[src/rtl/muldiv_unit.sv]
// Iterative RV32M multiply/divide unit: radix-2 shift-add multiply, restoring divide.
// Latency XLEN+2 cycles from accept to done; divide-by-zero/overflow take 1 cycle when EARLY_OUT=1.
// No backpressure: start is taken only while not busy; flush aborts and drops the operation.
module muldiv_unit #(
    parameter int XLEN      = 32,
    parameter bit EARLY_OUT = 1'b1
) (
    input  logic            clk,
    input  logic            rst,
    input  logic            start,
    input  logic [2:0]      funct3,
    input  logic [XLEN-1:0] op_a,
    input  logic [XLEN-1:0] op_b,
    input  logic            flush,
    output logic            busy,
    output logic            done,
    output logic [XLEN-1:0] result
);

    localparam int CW = $clog2(XLEN);

    typedef enum logic [1:0] {
        S_IDLE,
        S_CALC,
        S_FIX,
        S_DONE
    } state_t;

    state_t              state_q;
    state_t              state_d;
    logic [2:0]          op_q;
    logic [XLEN-1:0]     mcand_q;
    logic [2*XLEN-1:0]   acc_q;
    logic                neg_q;
    logic                neg_r;
    logic                dz_q;
    logic [CW-1:0]       cnt_q;

    logic                accept;
    logic                signed_a;
    logic                signed_b;
    logic                sa;
    logic                sb;
    logic [XLEN-1:0]     abs_a;
    logic [XLEN-1:0]     abs_b;
    logic                b_zero;
    logic                ovf;
    logic                early;
    logic [XLEN-1:0]     early_res;

    logic [XLEN:0]       mul_sum;
    logic [2*XLEN-1:0]   mul_next;
    logic [XLEN:0]       div_shift;
    logic [XLEN:0]       div_diff;
    logic [2*XLEN-1:0]   div_next;

    logic [2*XLEN-1:0]   prod;
    logic [XLEN-1:0]     quo_f;
    logic [XLEN-1:0]     rem_f;
    logic [XLEN-1:0]     fix_res;

    // Issue decode: operand signedness, magnitudes and the RISC-V special divide cases
    always_comb begin
        accept    = start && !flush && (state_q == S_IDLE || state_q == S_DONE);
        signed_a  = !(funct3 == 3'b011 || funct3 == 3'b101 || funct3 == 3'b111);
        signed_b  = signed_a && (funct3 != 3'b010);
        sa        = signed_a && op_a[XLEN-1];
        sb        = signed_b && op_b[XLEN-1];
        abs_a     = sa ? -op_a : op_a;
        abs_b     = sb ? -op_b : op_b;
        b_zero    = (op_b == '0);
        ovf       = !funct3[0] && (op_a == {1'b1, {(XLEN-1){1'b0}}}) && (op_b == '1);
        early     = EARLY_OUT && funct3[2] && (b_zero || ovf);
        early_res = '0;
        if (b_zero) begin
            early_res = funct3[1] ? op_a : '1;
        end else begin
            early_res = funct3[1] ? '0 : op_a;
        end
    end

    // One iteration step: multiply adds then shifts right, divide shifts left then trial-subtracts
    always_comb begin
        mul_sum   = {1'b0, acc_q[2*XLEN-1:XLEN]} + (acc_q[0] ? {1'b0, mcand_q} : '0);
        mul_next  = {mul_sum, acc_q[XLEN-1:1]};
        div_shift = {acc_q[2*XLEN-1:XLEN], acc_q[XLEN-1]};
        div_diff  = div_shift - {1'b0, mcand_q};
        if (div_diff[XLEN]) begin
            div_next = {div_shift[XLEN-1:0], acc_q[XLEN-2:0], 1'b0};
        end else begin
            div_next = {div_diff[XLEN-1:0], acc_q[XLEN-2:0], 1'b1};
        end
    end

    // Sign fix-up and result selection; divide-by-zero forces an all-ones quotient
    always_comb begin
        prod    = neg_q ? -acc_q : acc_q;
        quo_f   = dz_q ? '1 : (neg_q ? -acc_q[XLEN-1:0] : acc_q[XLEN-1:0]);
        rem_f   = neg_r ? -acc_q[2*XLEN-1:XLEN] : acc_q[2*XLEN-1:XLEN];
        fix_res = '0;
        case (op_q)
            3'b000:                 fix_res = prod[XLEN-1:0];
            3'b001, 3'b010, 3'b011: fix_res = prod[2*XLEN-1:XLEN];
            3'b100, 3'b101:         fix_res = quo_f;
            default:                fix_res = rem_f;
        endcase
    end

    // Next-state logic; flush overrides everything
    always_comb begin
        state_d = state_q;
        case (state_q)
            S_IDLE, S_DONE: state_d = accept ? (early ? S_DONE : S_CALC) : S_IDLE;
            S_CALC:         if (cnt_q == CW'(XLEN - 1)) state_d = S_FIX;
            S_FIX:          state_d = S_DONE;
            default:        state_d = S_IDLE;
        endcase
        if (flush) begin
            state_d = S_IDLE;
        end
    end

    // State register
    always_ff @(posedge clk or negedge rst) begin
        if (!rst) begin
            state_q <= S_IDLE;
        end else begin
            state_q <= state_d;
        end
    end

    // Operand capture on accept, then one iteration per CALC cycle
    always_ff @(posedge clk or negedge rst) begin
        if (!rst) begin
            op_q    <= '0;
            mcand_q <= '0;
            acc_q   <= '0;
            neg_q   <= 1'b0;
            neg_r   <= 1'b0;
            dz_q    <= 1'b0;
            cnt_q   <= '0;
        end else if (accept) begin
            op_q    <= funct3;
            mcand_q <= abs_b;
            acc_q   <= {{XLEN{1'b0}}, abs_a};
            neg_q   <= sa ^ sb;
            neg_r   <= sa;
            dz_q    <= b_zero;
            cnt_q   <= '0;
        end else if (state_q == S_CALC) begin
            acc_q   <= op_q[2] ? div_next : mul_next;
            cnt_q   <= cnt_q + CW'(1);
        end
    end

    // Result register, written only on entry to DONE
    always_ff @(posedge clk or negedge rst) begin
        if (!rst) begin
            result <= '0;
        end else if (accept && early) begin
            result <= early_res;
        end else if (state_q == S_FIX && !flush) begin
            result <= fix_res;
        end
    end

    assign busy = (state_q == S_CALC) || (state_q == S_FIX);
    assign done = (state_q == S_DONE);

endmodule

[config.mk]
export PLATFORM = sky130hd
export DESIGN_NAME = muldiv_unit
export DESIGN_NICKNAME = d
export VERILOG_FILES = /design/src/rtl/muldiv_unit.sv
export SDC_FILE = /design/constraint.sdc
export NUM_CORES = 1
export LEC_CHECK = 0
export ABC_AREA = 1
export CORE_MARGIN = 5
export CORE_UTILIZATION = 45
export DETAILED_ROUTE_END_ITERATION = 7
export DONT_BUFFER_PORTS = 1
export RECOVER_POWER = 100
export SYNTH_ARGS = -nofsm -noshare
export SYNTH_HDL_FRONTEND = slang
export SYNTH_SLANG_ARGS = --single-unit
[constraint.sdc]
create_clock -name clk -period 2.3 [get_ports clk]
set_input_delay 0.46 -clock clk [delete_from_list [all_inputs] [get_ports clk]]
set_output_delay 0.46 -clock clk [all_outputs]
set_load 0.02 [all_outputs]
=== Word-level counts from Yosys, hierarchy flattened ===
Cells that the tools add are included.

* Add/sub/neg operators: 8
* Equality and inequality tests: 16
* Multiplexer cells: 24
* Bitwise logic cells: 1
* Reductions and logical operators: 26

{| class="wikitable"
|+ Operators by type and width
! kind !! number
|-
| two-way mux 32 bit || 11
|-
| two-way mux 64 bit || 5
|-
| negation 32 bit || 4
|-
| one-hot mux 32 bit (3 select lines) || 1
|-
| equality test 32 bit, second input constant || 2
|-
| negation 64 bit || 1
|-
| adder 32 x 32 -> 33 bit || 1
|-
| subtractor 33 x 32 -> 33 bit || 1
|-
| zero test 32 bit || 1
|-
| equality test 3 bit, second input constant || 4
|-
| logical AND 1 bit || 10
|-
| two-way mux 5 bit || 2
|-
| equality test 3 x 2 -> 1 bit, second input constant || 3
|-
| two-way mux 2 bit || 4
|-
| one-hot mux 2 bit (3 select lines) || 1
|-
| adder 5 x 1 -> 5 bit, second input constant || 1
|-
| equality test 5 bit, second input constant || 1
|-
| logical OR 1 bit || 5
|-
| equality test 2 bit, second input constant || 2
|-
| nonzero test 2 bit || 2
|-
| OR reduction 2 bit || 2
|-
| equality test 3 x 1 -> 1 bit, second input constant || 1
|-
| zero test 1 bit || 3
|-
| zero test 3 bit || 1
|-
| 6 further kinds || 6
|}

* Flip-flop bits (word level): 141
* Input bits: 71
* Output and inout port bits: 34
* Logic and storage cells: 84

=== Logic depth before layout (Yosys ltp) ===
Gate-level depths: netlist of the first run.

* Depth in word-level cells: 9
* Mapped depth: 21
* Mapped depth without buffers: 19

=== Worst setup path after synthesis of the first run ===
No wires, ideal clock.

* Path type: register -> register
* Start point: reg acc_q[0]
* End point: reg acc_q[61]
* Setup time: 0.117 ns
* Arrival time: 2.456 ns
* Required time: 2.183 ns
* Setup slack: -0.273 ns
* Cell stages (with the launch flop): 18
* Buffers on the path: 2
* Period minus slack after synthesis: 2.573 ns
* Cell sequence: dfrtp_1 -> buf_2 -> clkbuf_1 -> nand2_1 -> inv_1 -> ha_1 -> inv_1 -> fa_1 -> inv_1 -> nand3_1 -> nand2_1 -> a21boi_0 -> o21ai_0 -> nand2_1 -> nand3_1 -> nand3_1 -> nand3_1 -> nand2_1

* Longest elaborated chain between the ends: 5

{| class="wikitable"
|+ Ends and longest elaborated chain
! element !! RTL line !! text
|-
| start, declared || 33 || <nowiki>logic [2*XLEN-1:0] acc_q;</nowiki>
|-
| start signal, assigned || 145 || <nowiki>acc_q <= {{XLEN{1'b0}}, abs_a};</nowiki>
|-
| start signal, assigned || 151 || <nowiki>acc_q <= op_q[2] ? div_next : mul_next;</nowiki>
|-
| two-way mux 32 bit || 84 || <nowiki>mul_sum = {1'b0, acc_q[2*XLEN-1:XLEN]} + (acc_q[0] ? {1'b0, mcand_q} : '0);</nowiki>
|-
| adder 32 x 32 -> 33 bit || 84 ||
|-
| two-way mux 64 bit || 151 ||
|-
| two-way mux 64 bit || 150 || <nowiki>end else if (state_q == S_CALC) begin</nowiki>
|-
| two-way mux 64 bit || 142 || <nowiki>end else if (accept) begin</nowiki>
|}

Every way passes these cells. The select of a mux whose other input is x is not followed.
A chain may end at the register's enable or synchronous reset.

=== Worst setup path in the final report of the first run ===
* Start point: reg acc_q[0]
* End point: reg acc_q[44]

The elaborated chain is that of the path after synthesis.

==> impl_metrics.tcl, run 1 <==
set metrics [dict create \
    placed_area_um2 21520 \
    hpwl_um 71480 \
    fp.dieArea_um2 43900 \
    maxCapViolations 0 \
    outcome "complete, but fails checks" \
    cp.arrival_ps 2990 \
    drive_gt1_frac 0.2736 \
    drt-initial-drc-count 2874 \
    core-area_um2 39550 \
    antenna_found_initial 1 \
    finalNetCount 3734 \
    clock_latency_ps 470 \
    skew_ps 19.51 \
    synth_top_area_cell "nand2_1" \
    area_growth_pct 36.54 \
    cts_root_buf "clkbuf_16" \
    vias 23520 \
    synth_enable_flop_cells 0 \
    clockBufferDepth 2 \
    final_cell_mix "958 x nand2_1, 435 x buf_4, 430 x inv_1" \
    finalPower_w 0.04314 \
    vias_per_cell 5.701 \
    crit_type "reg2reg" \
    setup_violations 62 \
    synth.distinct_cells 57 \
    synth_cells 3191 \
    fin_crit_sh 1.129 \
    start_util 0.4530 \
    grt_start_max_net_pins 142 \
    cts_sinks 141 \
    crit_path_cell_trace "buf_12 -> nand2_1 -> inv_1 -> ha_1 -> buf_4 -> nand2_1 -> buf_4 -> inv_1 -> nand2_1 -> nand2_2 -> nand2_1 -> nand2_4 -> xor2_1 -> nor2_1 -> nor2_1 -> nand3_2 -> nand2_1" \
    crit_start "acc_q[0]" \
    io_buffer_count 0 \
    crit_top_cell "nand2_1" \
    slew_viol_final 0 \
    wire_per_inst_um 21.86 \
    cts_made_buffers 17 \
    worst_slack_ps -296.2 \
    r2r_start "acc_q[0]" \
    tightest_slew_ps 787.3 \
    gr-total-overflow 0 \
    layout_min_cycle_time_ps 2596 \
    clk_pin_slew_ps 80 \
    p_per_area_nw_per_um2 1764 \
    critPathMaxFanout 15 \
    yosys_warnings 0 \
    max-vdd-ir-drop_mv 0.7944 \
    cts_tree "yes" \
    p_leak_nw 12.49 \
    clock.fmax_mhz 385.2 \
    grt_pass1_wl_um 132400 \
    ys_ff_latch 141 \
    ys_seq_area_frac 0.1970 \
    hold_viol 141 \
    utilization 0.6185 \
    required_ps 2700 \
    gp_congestion 1.062 \
    cp.buffers_inverters 5 \
    syn_nets 3338 \
    die_height_um 209.5 \
    crit_slowest_cell "dfrtp_2" \
    io_pins 105 \
    rows 73 \
    antenna_cells 0 \
    die_x_um 209.5 \
    grt_use_total 0.3900 \
    postSynthAreaPerCell_um2 5.614 \
    hp-class "in2async" \
    grt_pass1_vias 22010 \
    async_flop_share 1.000 \
    violations "hold timing, setup timing" \
    relSlewSlack 0.4751 \
    synth_top_area_frac 0.2213 \
    h-tree-depth 4 \
    ant_nets 0 \
    ys_top_cells_by_area "nand2_1 22%, dfrtp_1 20%, inv_1 9.5%" \
    startpoint_type "flip-flop" \
    pre_cts_slack_ps -519.5 \
    slowest_delay_ps 470 \
    timing.hold.ws_ps -309.1 \
    drt_wl_total_um 90170 \
    layout_commonest_cell "nand2_1" \
    rsz0062_at_grt "true" \
    synthFlopType "dfrtp_1" \
    stdcell_area_um2 24460 \
    crit_family "simple AND/OR/NAND/NOR gates" \
    netlist_area_um2 17910 \
    drt_pass1_iterations 7 \
    cp-end-kind "flip-flop" \
    drc 0 \
    n_fill_cell 3826 \
]
synth_stat cells (all sizes together) (9+ instances only):
library cell,count
a21oi,150
a22oi,22
buf,35
clkbuf,61
dfrtp,141
ha,74
inv,461
maj3,9
nand2,1070
nand3,290
nand3b,12
nand4,45
nor2,400
nor3,30
o21ai,256
or2,12
xnor2,17
xor2,51
metal layers:
layer / GRT usage / vias up / wire length, µm
met5: 0 / - / 0
met4: 0.1172 / 0 / 3477
met3: 0.1265 / 216 / 12530
met2: 0.5542 / 1455 / 36260
met1: 0.5625 / 10870 / 37910
li1: - / 10980 / -
registers in the layout, indices dropped and copies added, names as in the netlist:
name and flops:
state_q 2, result 32, mcand_q 32, neg_q 1, neg_r 1, dz_q 1, cnt_q 5, acc_q 64
op_q 3
where the power goes:
| group | total (W) | switching [W] | internal (W) |
|---|---|---|---|
| registers | 0.00585 | 0.00215 | 0.00370 |
| clock network | 0.00287 | 0.00136 | 0.00151 |
| logic | 0.0344 | 0.0209 | 0.0135 |
| total | 0.0431 | 0.0244 | 0.0188 |
final timing paths:
kind	endpoint	slack [ps]	cells after the start
setup / recovery	acc_q[44]	-300	17
hold / removal	acc_q[56]	-310	0
setup reg to reg	acc_q[44]	-300	17
hold reg to reg	cnt_q[3]	470	1
max in group asynchronous	mcand_q[10]	2290	0
min in group clk	mcand_q[31]	170	2
per-stage QoR:
step / std cells / setup TNS [ps]
2_1_floorplan: 3191 / 0
3_5_place_dp: 4053 / -18460
6_report: 4125 / -7645
3_3_place_gp: 4053 / -15310
5_1_grt: 4125 / -14980
4_1_cts: 4100 / -4546
worst reg2reg max path, delay by kind of cell (launching register included):
| family | cells | cell delay (ps) |
|---|---|---|
| AND/OR/NAND/NOR | 10 | 990 |
| buffers and inverters | 5 | 580 |
| XOR/XNOR | 1 | 210 |
| adder cells (fa/ha/maj) | 1 | 290 |
| flip-flops | 1 | 470 |
logic make-up after synthesis:
kind of cell / synth area share
fa+ha+maj: 0.05895
flops: 0.1970
simple gates: 0.4441
buf+inv: 0.1235
compound gates: 0.1433
xor+xnor: 0.03324
cell type report:
type | count | area, µm² | area share
Timing Repair Buffer | 470 | 3819 | 0.1561
Clock inverter | 15 | 140.1 | 0.005729
Multi-Input combinational cell | 2494 | 14110 | 0.5768
Sequential cell | 141 | 3560 | 0.1455
Clock buffer | 17 | 425.4 | 0.01739
Tap cell | 525 | 656.9 | 0.02685
Inverter | 463 | 1750 | 0.07156
what timing repair did:
item                                    4_1_cts  5_1_grt
pin swaps                                    21       54
gates cloned                                  1        5
endpoints found under the hold margin       141      141
gates resized for setup                     195      305
setup buffers                                14       21
endpoints found under the setup margin       62       64
(Power assumes the default switching activity.)
==> run 2: changes to the inputs <==
--- a/config.mk
+++ b/config.mk
@@ -7,9 +7,8 @@
 export LEC_CHECK = 0
 export ABC_AREA = 1
 export CORE_MARGIN = 5
-export CORE_UTILIZATION = 45
+export CORE_UTILIZATION = 40
 export DETAILED_ROUTE_END_ITERATION = 7
-export DONT_BUFFER_PORTS = 1
 export RECOVER_POWER = 100
 export SYNTH_ARGS = -nofsm -noshare
 export SYNTH_HDL_FRONTEND = slang
==> impl_metrics.tcl, run 2 (synthesis gave the netlist of run 1 again) <==
set metrics [dict create \
    hold_viol 0 \
    slowest_delay_ps 400 \
    largest_reg_flops 64 \
    relSlewSlack 0.1374 \
    cts_sinks 141 \
    clock_latency_ps 500 \
    layout_commonest_cell "nand2_1" \
    clk_pin_slew_ps 60 \
    regMostFlops "acc_q" \
    io_pins 105 \
    clockBufferDepth 2 \
    vias 24200 \
    io_buffer_count 104 \
    area_growth_pct 46.02 \
    r2r_start "mcand_q[0]" \
    maxCapViolations 0 \
    slew_viol_final 0 \
    worst_slack_ps -258.0 \
    h-tree-depth 4 \
    fin_crit_sh 1.112 \
    gp_congestion 1.098 \
    skew_ps 15.72 \
    core-area_um2 44220 \
    rsz0062_at_grt "true" \
    antenna_cells 0 \
    required_ps 2680 \
    cp.arrival_ps 2930 \
    vias_per_cell 5.385 \
    max-vdd-ir-drop_mv 0.8308 \
    p_leak_nw 13.77 \
    critPathMaxFanout 6 \
    die_height_um 221.6 \
    final_cell_mix "994 x nand2_1, 632 x buf_4, 436 x inv_1" \
    grt_use_total 0.3589 \
    start_util 0.4051 \
    crit_slowest_cell "dfrtp_1" \
    die_x_um 221.6 \
    ff2ff_path_depth 19 \
    ant_nets 0 \
    drt-initial-drc-count 2883 \
    fp.dieArea_um2 49120 \
    reg_top3 "acc_q: 64 flops, mcand_q: 32 flops, result: 32 flops" \
    antenna_found_initial 2 \
    hpwl_um 75500 \
    grt_pass1_vias 22830 \
    drive_gt1_frac 0.2665 \
    startpoint_type "flip-flop" \
    rr_endpoint "acc_q[46]" \
    layout_min_cycle_time_ps 2558 \
    instances_no_fill 4494 \
    grt_pass1_wl_um 136500 \
    tightest_slew_ps 1294 \
    hold-path-endpoint "mcand_q[0]" \
    finalPower_w 0.04262 \
    cts_made_buffers 17 \
    p_per_area_nw_per_um2 1629 \
    hold_start "op_b[0]" \
    drt_wl_total_um 90750 \
    outcome "complete, but fails checks" \
    cp-end-kind "flip-flop" \
    drc 1 \
    grt_start_max_net_pins 52 \
    placed_cells 4450 \
    gr-total-overflow 0 \
    rows 77 \
    crit_path_cell_trace "buf_6 -> ha_4 -> fa_2 -> inv_2 -> nand2_2 -> nand2_2 -> nand3_2 -> nand2_4 -> nand2_4 -> nand2_4 -> nand2_4 -> nand3_4 -> nand2_8 -> buf_12 -> buf_6 -> nand3_4 -> nand3_2 -> nand2_2 -> nand2_1" \
    cts_root_buf "clkbuf_16" \
    crit_type "reg2reg" \
    hp-class "in2reg" \
    wire_per_inst_um 20.19 \
    crit_top_cell "nand2_4" \
    drt_pass1_iterations 8 \
    finalNetCount 4036 \
    r2r_setup_slack_ps -260 \
    clock.fmax_mhz 390.9 \
    violations "DRC, setup timing" \
    utilization 0.5915 \
    cts_tree "yes" \
    setup_violations 59 \
    min_path_cells 4 \
]
## run 2: area by class of cell
class / count / area (µm²)
Sequential cell: 141 / 3536
Inverter: 463 / 1747
Fill cell: 4390 / 18060
Timing Repair Buffer: 775 / 6335
Clock inverter: 14 / 125.1
Multi-Input combinational cell: 2491 / 13240
Clock buffer: 18 / 439.2
Tap cell: 592 / 740.7
## run 2: per-stage QoR
step | area (µm²) | setup slack (ps) | setup TNS [ps] | hold slack, ps
final | 26160 | -258.0 | -7959 | 444.3
after global routing | 26160 | -364.3 | -20130 | 443.0
after CTS | 25770 | -165.6 | -4530 | 469.9
after detailed placement | 24450 | -697.6 | -42500 | 438.6
after global placement | 24450 | -700.4 | -36990 | 438.1
after floorplan | 17930 | 4.998 | 0 | 164.4
## run 2: worst max-delay path, delay by kind of cell, from the launching register on
kind	cells	cell delay, ps
simple gates	13	1020
fa+ha+maj	2	490
flops	1	400
buf+inv	4	500
## run 2: power breakdown
part / total [W] / internal, W / switching, W
logic: 0.0348 / 0.0142 / 0.0206
registers: 0.00503 / 0.00368 / 0.00135
clock network: 0.00276 / 0.00144 / 0.00132
## run 2: worst max-delay path by stage
stage,from,to,slack [ps],cells after the start
3_5_place_dp,acc_q[0],acc_q[51],-700,14
2_1_floorplan,acc_q[31],acc_q[39],5,18
5_1_grt,mcand_q[0],acc_q[48],-360,17
6_report,mcand_q[0],acc_q[46],-260,19
3_3_place_gp,acc_q[0],acc_q[51],-700,14
4_1_cts,acc_q[31],acc_q[46],-170,19
## run 2: per-layer routing
| layer | up-vias | track usage | wire length (µm) |
|---|---|---|---|
| met3 | 172 | 0.1008 | 10450 |
| met4 | 0 | 0.1255 | 3460 |
| met1 | 11270 | 0.5173 | 40260 |
| met2 | 1186 | 0.5133 | 36580 |
| met5 | - | 0 | 0 |
| li1 | 11570 | - | - |
## run 2: repair_timing
action	CTS	global route
hold endpoints to repair	39	0
buffers inserted	6	5
gates resized for setup	178	128
hold buffers	1	0
endpoints found under the setup margin	67	74
pin swaps	30	27
cloned	1	0
